### config.mk
export PLATFORM = sky130hd
export DESIGN_NAME = mem_bridge
export DESIGN_NICKNAME = d
export VERILOG_FILES = /design/src/rtl/mcp_pkg.sv /design/src/rtl/mem_bridge_timer.sv /design/src/rtl/mem_bridge.sv
export SDC_FILE = /design/constraint.sdc
export NUM_CORES = 1
export LEC_CHECK = 0
export CELL_PAD_IN_SITES_DETAIL_PLACEMENT = 0
export CELL_PAD_IN_SITES_GLOBAL_PLACEMENT = 1
export CORE_MARGIN = 4
export CORE_UTILIZATION = 37
export DETAILED_ROUTE_END_ITERATION = 8
export GPL_ROUTABILITY_DRIVEN = 0
export GPL_TIMING_DRIVEN = 0
export PLACE_DENSITY = 0.89
export SYNTH_ARGS = -nofsm -noshare
export SYNTH_HDL_FRONTEND = slang
export SYNTH_HIERARCHICAL = 1
export SYNTH_SLANG_ARGS = --single-unit
### constraint.sdc
create_clock -name clk -period 2.8 [get_ports clk]
set_clock_uncertainty 0.1 [all_clocks]
set_input_delay 0.56 -clock clk [delete_from_list [all_inputs] [get_ports clk]]
set_output_delay 0.56 -clock clk [all_outputs]
set_load 0.02 [all_outputs]
### src/rtl/mcp_pkg.sv
// Shared types for the multicycle MIPS memory bridge: FSM states, access targets, IR field positions.
package mcp_pkg;

  typedef enum logic [1:0] {
    IDLE = 2'd0,
    REQ  = 2'd1,
    DONE = 2'd2
  } state_e;

  typedef enum logic [1:0] {
    T_NONE = 2'd0,
    T_IR   = 2'd1,
    T_MDR  = 2'd2
  } target_e;

  localparam int unsigned OP_MSB    = 31;
  localparam int unsigned OP_LSB    = 26;
  localparam int unsigned FUNCT_MSB = 5;
  localparam int unsigned FUNCT_LSB = 0;
  localparam int unsigned TIMER_W   = 8;

  // Strobe priority: store wins, then fetch, then load.
  function automatic target_e sel_target(input logic memwrite, input logic irwrite);
    if (memwrite)     return T_NONE;
    else if (irwrite) return T_IR;
    else              return T_MDR;
  endfunction

endpackage

### src/rtl/mem_bridge_timer.sv
// REQ-phase watchdog: counts enabled cycles since the last clear and flags the TIMEOUT-th one.
module mem_bridge_timer
  import mcp_pkg::*;
#(
  parameter int unsigned TIMEOUT = 15
) (
  input  logic clk,
  input  logic rst_n,
  input  logic clr_i,
  input  logic en_i,
  output logic expired_o
);

  logic [TIMER_W-1:0] cnt_q, cnt_d;
  logic               exp_q, exp_d;

  // expired is precomputed so it is high during the TIMEOUT-th enabled cycle
  always_comb begin
    cnt_d = cnt_q;
    exp_d = exp_q;
    if (clr_i) begin
      cnt_d = '0;
      exp_d = (TIMEOUT == 32'd1);
    end else if (en_i) begin
      cnt_d = cnt_q + TIMER_W'(1);
      exp_d = (cnt_d == TIMER_W'(TIMEOUT - 32'd1));
    end
  end

  always_ff @(posedge clk or negedge rst_n) begin
    if (!rst_n) begin
      cnt_q <= '0;
      exp_q <= 1'b0;
    end else begin
      cnt_q <= cnt_d;
      exp_q <= exp_d;
    end
  end

  assign expired_o = exp_q;

endmodule

### src/rtl/mem_bridge.sv
// Bridge between the multicycle MIPS controller and a req/ack memory bus; holds IR and MDR.
// Optional MEM_BRIDGE_STATS_EN adds a saturating stall_cycles counter port.
module mem_bridge
  import mcp_pkg::*;
#(
  parameter int unsigned    AW       = 32,
  parameter int unsigned    DW       = 32,
  parameter int unsigned    TIMEOUT  = 15,
  parameter logic [DW-1:0]  IR_RESET = '0
) (
  input  logic          clk,
  input  logic          reset,
  input  logic [AW-1:0] adr,
  input  logic [DW-1:0] wd,
  input  logic          memwrite,
  input  logic          irwrite,
  input  logic          memread,
  output logic          stall,
  output logic [DW-1:0] instr,
  output logic [5:0]    op,
  output logic [5:0]    funct,
  output logic [DW-1:0] data,
  output logic          err,
  output logic          bus_req,
  output logic          bus_we,
  output logic [AW-1:0] bus_adr,
  output logic [DW-1:0] bus_wdata,
  input  logic          bus_ack,
  input  logic [DW-1:0] bus_rdata
`ifdef MEM_BRIDGE_STATS_EN
  ,
  output logic [31:0]   stall_cycles
`endif
);

  state_e        state_q, state_d;
  target_e       tgt_q, tgt_d;
  logic          bus_req_q, bus_req_d;
  logic          bus_we_q, bus_we_d;
  logic [AW-1:0] bus_adr_q, bus_adr_d;
  logic [DW-1:0] bus_wdata_q, bus_wdata_d;
  logic [DW-1:0] instr_q, instr_d;
  logic [DW-1:0] data_q, data_d;
  logic          err_q, err_d;
  logic          timer_clr, timer_en, timer_expired;
  logic          any_strobe, conflict, misaligned;

  assign any_strobe = memwrite | irwrite | memread;
  assign conflict   = (memwrite & (irwrite | memread)) | (irwrite & memread);
  assign misaligned = |adr[1:0];

  mem_bridge_timer #(.TIMEOUT(TIMEOUT)) u_timer (
    .clk       (clk),
    .rst_n     (reset),
    .clr_i     (timer_clr),
    .en_i      (timer_en),
    .expired_o (timer_expired)
  );

  always_ff @(posedge clk or negedge reset) begin
    if (!reset) state_q <= IDLE;
    else        state_q <= state_d;
  end

  always_comb begin
    state_d = state_q;
    case (state_q)
      IDLE:    if (any_strobe) state_d = REQ;
      REQ:     if (bus_ack || timer_expired) state_d = DONE;
      DONE:    state_d = IDLE;
      default: state_d = IDLE;
    endcase
  end

  // Stall, bus request launch/retire and IR/MDR update
  always_comb begin
    stall       = 1'b0;
    timer_clr   = 1'b0;
    timer_en    = 1'b0;
    tgt_d       = tgt_q;
    bus_req_d   = bus_req_q;
    bus_we_d    = bus_we_q;
    bus_adr_d   = bus_adr_q;
    bus_wdata_d = bus_wdata_q;
    instr_d     = instr_q;
    data_d      = data_q;
    err_d       = err_q;
    case (state_q)
      IDLE: begin
        timer_clr = 1'b1;
        if (any_strobe) begin
          stall       = 1'b1;
          bus_req_d   = 1'b1;
          bus_we_d    = memwrite;
          bus_adr_d   = {adr[AW-1:2], 2'b00};
          bus_wdata_d = wd;
          tgt_d       = sel_target(memwrite, irwrite);
          if (conflict || misaligned) err_d = 1'b1;
        end
      end
      REQ: begin
        stall    = 1'b1;
        timer_en = 1'b1;
        if (bus_ack) begin
          bus_req_d = 1'b0;
          bus_we_d  = 1'b0;
          if (tgt_q == T_IR)       instr_d = bus_rdata;
          else if (tgt_q == T_MDR) data_d  = bus_rdata;
        end else if (timer_expired) begin
          bus_req_d = 1'b0;
          bus_we_d  = 1'b0;
          err_d     = 1'b1;
          if (tgt_q == T_IR)       instr_d = '0;
          else if (tgt_q == T_MDR) data_d  = '0;
        end
      end
      default: ;
    endcase
  end

  always_ff @(posedge clk or negedge reset) begin
    if (!reset) begin
      tgt_q       <= T_NONE;
      bus_req_q   <= 1'b0;
      bus_we_q    <= 1'b0;
      bus_adr_q   <= '0;
      bus_wdata_q <= '0;
      instr_q     <= IR_RESET;
      data_q      <= '0;
      err_q       <= 1'b0;
    end else begin
      tgt_q       <= tgt_d;
      bus_req_q   <= bus_req_d;
      bus_we_q    <= bus_we_d;
      bus_adr_q   <= bus_adr_d;
      bus_wdata_q <= bus_wdata_d;
      instr_q     <= instr_d;
      data_q      <= data_d;
      err_q       <= err_d;
    end
  end

  assign bus_req   = bus_req_q;
  assign bus_we    = bus_we_q;
  assign bus_adr   = bus_adr_q;
  assign bus_wdata = bus_wdata_q;
  assign instr     = instr_q;
  assign data      = data_q;
  assign err       = err_q;
  assign op        = instr_q[OP_MSB:OP_LSB];
  assign funct     = instr_q[FUNCT_MSB:FUNCT_LSB];

`ifdef MEM_BRIDGE_STATS_EN
  logic [31:0] stall_cycles_q, stall_cycles_d;

  always_comb begin
    stall_cycles_d = stall_cycles_q;
    if (stall && (stall_cycles_q != 32'hFFFF_FFFF)) stall_cycles_d = stall_cycles_q + 32'd1;
  end

  always_ff @(posedge clk or negedge reset) begin
    if (!reset) stall_cycles_q <= '0;
    else        stall_cycles_q <= stall_cycles_d;
  end

  assign stall_cycles = stall_cycles_q;
`endif

endmodule
==> results of run 1 <==
## worst paths after layout
check                                start           to  slack, ps  cells past startpoint
worst max register to register  state_q[1]     instr[7]        860                      4
min in group clk                   bus_req      bus_req        390                      1
worst max-delay path              memwrite        stall        440                      5
worst min register to register     bus_req      bus_req        390                      1
max in group asynchronous            reset      data[9]       1770                      2
worst min-delay path                 reset  bus_adr[10]         60                      1
## sequential cells by signal, indices dropped and copies added (netlist names), 2 cells and up
name,flops
bus_adr,30
bus_wdata,32
data,32
instr,32
state_q,2
tgt_q,2
u_timer/cnt_q,8
## cells in the final DEF (no fill, tap or decap), types with 5 or more instances in the layout
cell,n
buf_6,10
nor2_1,12
buf_4,15
nand2_1,7
clkbuf_1,5
dfrtp_1,142
mux2_2,124
o21ai_0,5
clkdlybuf4s50_1,241
clkbuf_16,17
xor2_1,6
a21oi_1,5
and2_1,34
buf_12,6
## report_power, final
part           switching, mW  internal [mW]  leakage [nW]
clock                  0.825           1.44         0.289
combinational           2.43           2.94          1.94
sequential             0.525           2.96          1.76
total                   3.78           7.34          3.99
## timing repair
action / 4_1_cts / 5_1_grt
endpoints found under the setup margin: 0 / 1
endpoints found under the hold margin: 0 / 0
gates resized for setup: 0 / 1
hold buffers: 0 / 0
## through the flow
step	instances	TNS (ps)
after floorplan	410	0
after global placement	869	-612160
after detailed placement	870	0
after CTS	900	0
after global routing	900	0
final	900	0
## per-layer routing
metal | routed length (um) | global-route usage (%) | vias to the layer above
li1 | - | - | 1920
met1 | 5558 | 18.31 | 2100
met2 | 7882 | 29.18 | 185
met3 | 1439 | 7.541 | 24
met4 | 318 | 5.655 | 0
met5 | 0 | 0 | -
## kinds of logic after synthesis
| kind of cell | count (synthesis) | share of synthesized area, % |
|---|---|---|
| flops | 142 | 59.08 |
| mux | 126 | 23.59 |
| simple gates | 71 | 7.302 |
| buf+inv | 38 | 6.074 |
| compound gates | 19 | 1.997 |
| xor+xnor | 9 | 1.311 |
| fa+ha+maj | 3 | 0.5824 |
| other cells | 1 | 0.06235 |
## area by class of cell
type | instances | area [um2]
clock inverter | 9 | 137.6
sequential | 142 | 3553
clock buffer | 21 | 460.4
multi-input combinational | 230 | 2100
tap | 216 | 270.3
timing repair buffer | 244 | 2464
buffer | 34 | 350.3
inverter | 4 | 15.01
fill | 1306 | 6535
==> impl_metrics.json, run 1 <==
{
  "synth.top_cells.by_area": "dfrtp_1, mux2_2, and2_1",
  "first_global_vias": 4635,
  "path_cells": "clkdlybuf4s50_1 > or2_1 > nor3_1 > nor2_1 > dlymetal6s2s_1",
  "cp-end-kind": "primary output",
  "power.total_mw": 11.12,
  "p_per_area_mw_per_mm2": 1190,
  "core.rowCount": 46,
  "synth.distinct_cells": 39,
  "cts_tree": "built",
  "port_buffers": 243,
  "layout-drive-gt1-share_pct": 28.07,
  "antenna_found_initial": 0,
  "worst_hold_path_type": "input pin to async pin",
  "worst_slew_pin_slew_ps": 690.7,
  "synth-edff-count": 0,
  "synth.avg_cell_area_um2": 14.71,
  "synth_top_flop_cell": "dfrtp_1",
  "drv_slew": 0,
  "insertedDiodeCount": 0,
  "path_class": "input pin to primary output",
  "cts_setup_buffers": 0,
  "path_buf_inv": 2,
  "die_h_um": 135.5,
  "finalHoldViolCount": 0,
  "ant_nets": 0,
  "firstDrtPassIters": 4,
  "setup_viol": 0,
  "io_pins": 246,
  "critPathMaxFanout": 4,
  "hold_slack_ps": 57.31,
  "drt_wl_total_um": 15200,
  "die_area_mm2": 0.01836,
  "synth_common_cells": "dfrtp_1, mux2_2, and2_1, buf_4, nor2_1",
  "clk_latency_ps": 400,
  "mappedNetlistArea_mm2": 0.006015,
  "syn_inst": 409,
  "die_w_um": 135.5,
  "clkSlewWorstSetupHoldPaths_ps": 50,
  "dr_total_vias": 4229,
  "seq_area_frac_synth_pct": 59.08,
  "drc_errors": 0,
  "worst-endpoint-arrival_ps": 1700,
  "startpoint_type": "input pin",
  "grtUsageTotal_pct": 16.81,
  "synth-seq-cells": 142,
  "slew_headroom_pct": 53.95,
  "yosysTopAreaCellShare_pct": 59.08,
  "grt_overflow": 0,
  "max-vdd-ir-drop_uv": 728.0,
  "async_flop_share_pct": 100.0,
  "detail_route.wl_per_cell_um": 16.89,
  "avgViaCountPerCell": 4.699,
  "post-place-ws_ps": 49.18,
  "post-route-util_pct": 58.86,
  "synth.largest_area_cell": "dfrtp_1",
  "cts-buffers-inserted": 17,
  "start_util_pct": 37.86,
  "post-route-min-period_ps": 2359,
  "cts.sinks": 142,
  "stdcell_area_mm2": 0.009350,
  "cp_slowest_cell": "clkdlybuf4s50_1",
  "leakage_nw": 3.989,
  "syn_to_final_growth_pct": 55.46,
  "run_status": "finished, final reports clean",
  "setup_ws_ps": 440.6,
  "dpl-instance-area_mm2": 0.008750,
  "place_hpwl_um": 11640,
  "core_region_area_mm2": 0.01589,
  "max_cap_violations": 0,
  "cts_buffer_depth": 2,
  "grt_start_max_net_pins": 73,
  "drtIter0Drc": 78,
  "cp_top_family": "buffers and inverters",
  "cts-root-buf": "clkbuf_16",
  "final_nets": 777,
  "crit_required_ps": 2140,
  "cpPeakStageDelay_ps": 450,
  "fmax_ghz": 0.4238,
  "grt_pass1_wl_um": 24090,
  "rsz0062_at_grt": "false",
  "ctsHtreeMaxLevel": 4,
  "yosys_warnings": 6,
  "period_share_pct": 84.26,
  "yosysMostFrequentCell": "dfrtp_1"
}
Power figures use the tool's default switching activity.
==> inputs of run 2 (changes only) <==
Settings changed: CORE_UTILIZATION 37 to 31, PLACE_DENSITY 0.89 to 0.79.
Clock period 2.8 ns to 2 ns, I/O delays scaled along.
==> impl_metrics.json, run 2 (same netlist as run 1, synthesis figures left out) <==
{
  "clk_latency_ps": 410,
  "startpoint_type": "input pin",
  "ctsHtreeMaxLevel": 4,
  "finalSetupTns_ps": 0,
  "path_buf_inv": 2,
  "detail_route.wl_per_cell_um": 16.76,
  "run_status": "finished, final reports clean",
  "insertedDiodeCount": 0,
  "path_cells": "clkdlybuf4s50_1 > or2_4 > nor3_2 > nor2_1 > buf_4",
  "fmax_ghz": 0.5097,
  "layout-drive-gt1-share_pct": 29.52,
  "finalHoldViolCount": 0,
  "cpPeakStageDelay_ps": 450,
  "p_per_area_mw_per_mm2": 1644,
  "dr_total_vias": 4191,
  "holdPathEnd": "tgt_q[0]",
  "cts_buffer_depth": 2,
  "reg2reg_from": "state_q[0]",
  "cts-buffers-inserted": 17,
  "firstDrtPassIters": 4,
  "slew_headroom_pct": 63.82,
  "placed_cells": 914,
  "post-route-min-period_ps": 1962,
  "instances_no_fill": 951,
  "start_util_pct": 31.83,
  "cp-end-kind": "primary output",
  "cts.sinks": 142,
  "post-place-ws_ps": -779.4,
  "final_common_cell": "clkdlybuf4s50_1",
  "worst-endpoint-arrival_ps": 1460,
  "clkSlewWorstSetupHoldPaths_ps": 60,
  "first_global_vias": 4725,
  "drc_errors": 0,
  "leakage_nw": 4.107,
  "final_nets": 782,
  "power.total_mw": 15.54,
  "stdcell_area_mm2": 0.009457,
  "r2r_slack_ps": 170,
  "max-vdd-ir-drop_uv": 860.3,
  "drt_wl_total_um": 15940,
  "core.rowCount": 50,
  "syn_to_final_growth_pct": 57.23,
  "die_w_um": 147.3,
  "rr_endpoint": "bus_adr[4]",
  "hold_path_startpoint": "memwrite",
  "ant_nets": 0,
  "max_cap_violations": 0,
  "path_class": "input pin to primary output",
  "drv_slew": 0,
  "grt_start_max_net_pins": 102,
  "core_region_area_mm2": 0.01889,
  "globalRouteMet3Util_pct": 6.200,
  "cts_tree": "built",
  "worst_hold_path_type": "input pin to flip-flop",
  "grt.busiest_layer": "met2",
  "port_buffers": 243,
  "cp_top_family": "buffers and inverters",
  "drtIter0Drc": 96,
  "grt_overflow": 0,
  "rsz0062_at_grt": "false",
  "r2r_cells": 5,
  "grt_pass1_wl_um": 25770,
  "critPathMaxFanout": 4,
  "setup_ws_ps": 38.22,
  "worst_slew_pin_slew_ps": 542.7,
  "grtUsageTotal_pct": 14.97,
  "crit_required_ps": 1500,
  "cts-root-buf": "clkbuf_16",
  "avgViaCountPerCell": 4.407,
  "place_hpwl_um": 11920,
  "gr-usage-met2_pct": 25.21,
  "setup_viol": 0,
  "dpl-instance-area_mm2": 0.008805,
  "crit_cells": 5,
  "post-route-util_pct": 50.05,
  "io_pins": 246,
  "die_area_mm2": 0.02169,
  "period_share_pct": 98.09,
  "die_h_um": 147.3,
  "final_cell_mix": "clkdlybuf4s50_1, dfrtp_1, mux2_2",
  "antenna_found_initial": 0,
  "fillCellCount": 1666,
  "hold_depth": 2,
  "hold_slack_ps": 198.4,
  "use_met1_pct": 17.26,
  "cp_slowest_cell": "clkdlybuf4s50_1"
}
[run 2: cell types whose count changed in the layout (fill, tap and decap cells not counted), sizes merged, moves of 2 or more]
cell,previous run,this run
dlymetal6s2s,1,5
buf,33,38
clkdlybuf4s50,241,227
dlygate4sd2,0,9
clkinvlp,1,3
[run 2: worst reg2reg max path, cell delays in order, from the launching register on]
cell and delay [ps]:
dfrtp_1 460, nor2_2 270, o21a_1 180, buf_6 200
buf_12 170, mux2_2 340
[run 2: worst max path at each step]
stage / start / endpoint / slack, ps
final: irwrite / stall / 40
after floorplan: state_q[0] / bus_adr[10] / 300
after global placement: reset / bus_adr[10] / -5210
after detailed placement: bus_ack / data[14] / -780
after global routing: irwrite / stall / 0.6
after CTS: instr[29] / op[3] / 1
[run 2: timing repair]
action / 4_1_cts / 5_1_grt
resized for setup: 15 / 7
buffers inserted: 4 / 0
endpoints found under the hold margin: 41 / 0
pin swaps: 2 / 0
endpoints found under the setup margin: 73 / 64
hold buffers: 1 / 0
[run 2: layer usage]
layer,share of wire [%],up-vias
met2,49,156
li1,-,1945
met5,0,-
met4,1.8,0
met3,9.0,23
met1,40,2067
[run 2: final cells by class]
cell class              count  area, um2  area share, %
clock buffers              20      466.7          4.935
repair buffers            249       2500          26.44
flip-flops and latches    142       3553          37.58
inverters                   4      15.01         0.1588
well taps                 260      325.3          3.440
plain buffers              34      350.3          3.705
multi-input cells         230       2110          22.31
clock inverters            12      136.4          1.442
[run 2: report_power, final]
part           total, mW  internal [mW]  switching [mW]
sequential          4.89           4.14           0.745
clock               3.19           1.94            1.24
combinational       7.47           4.07            3.40
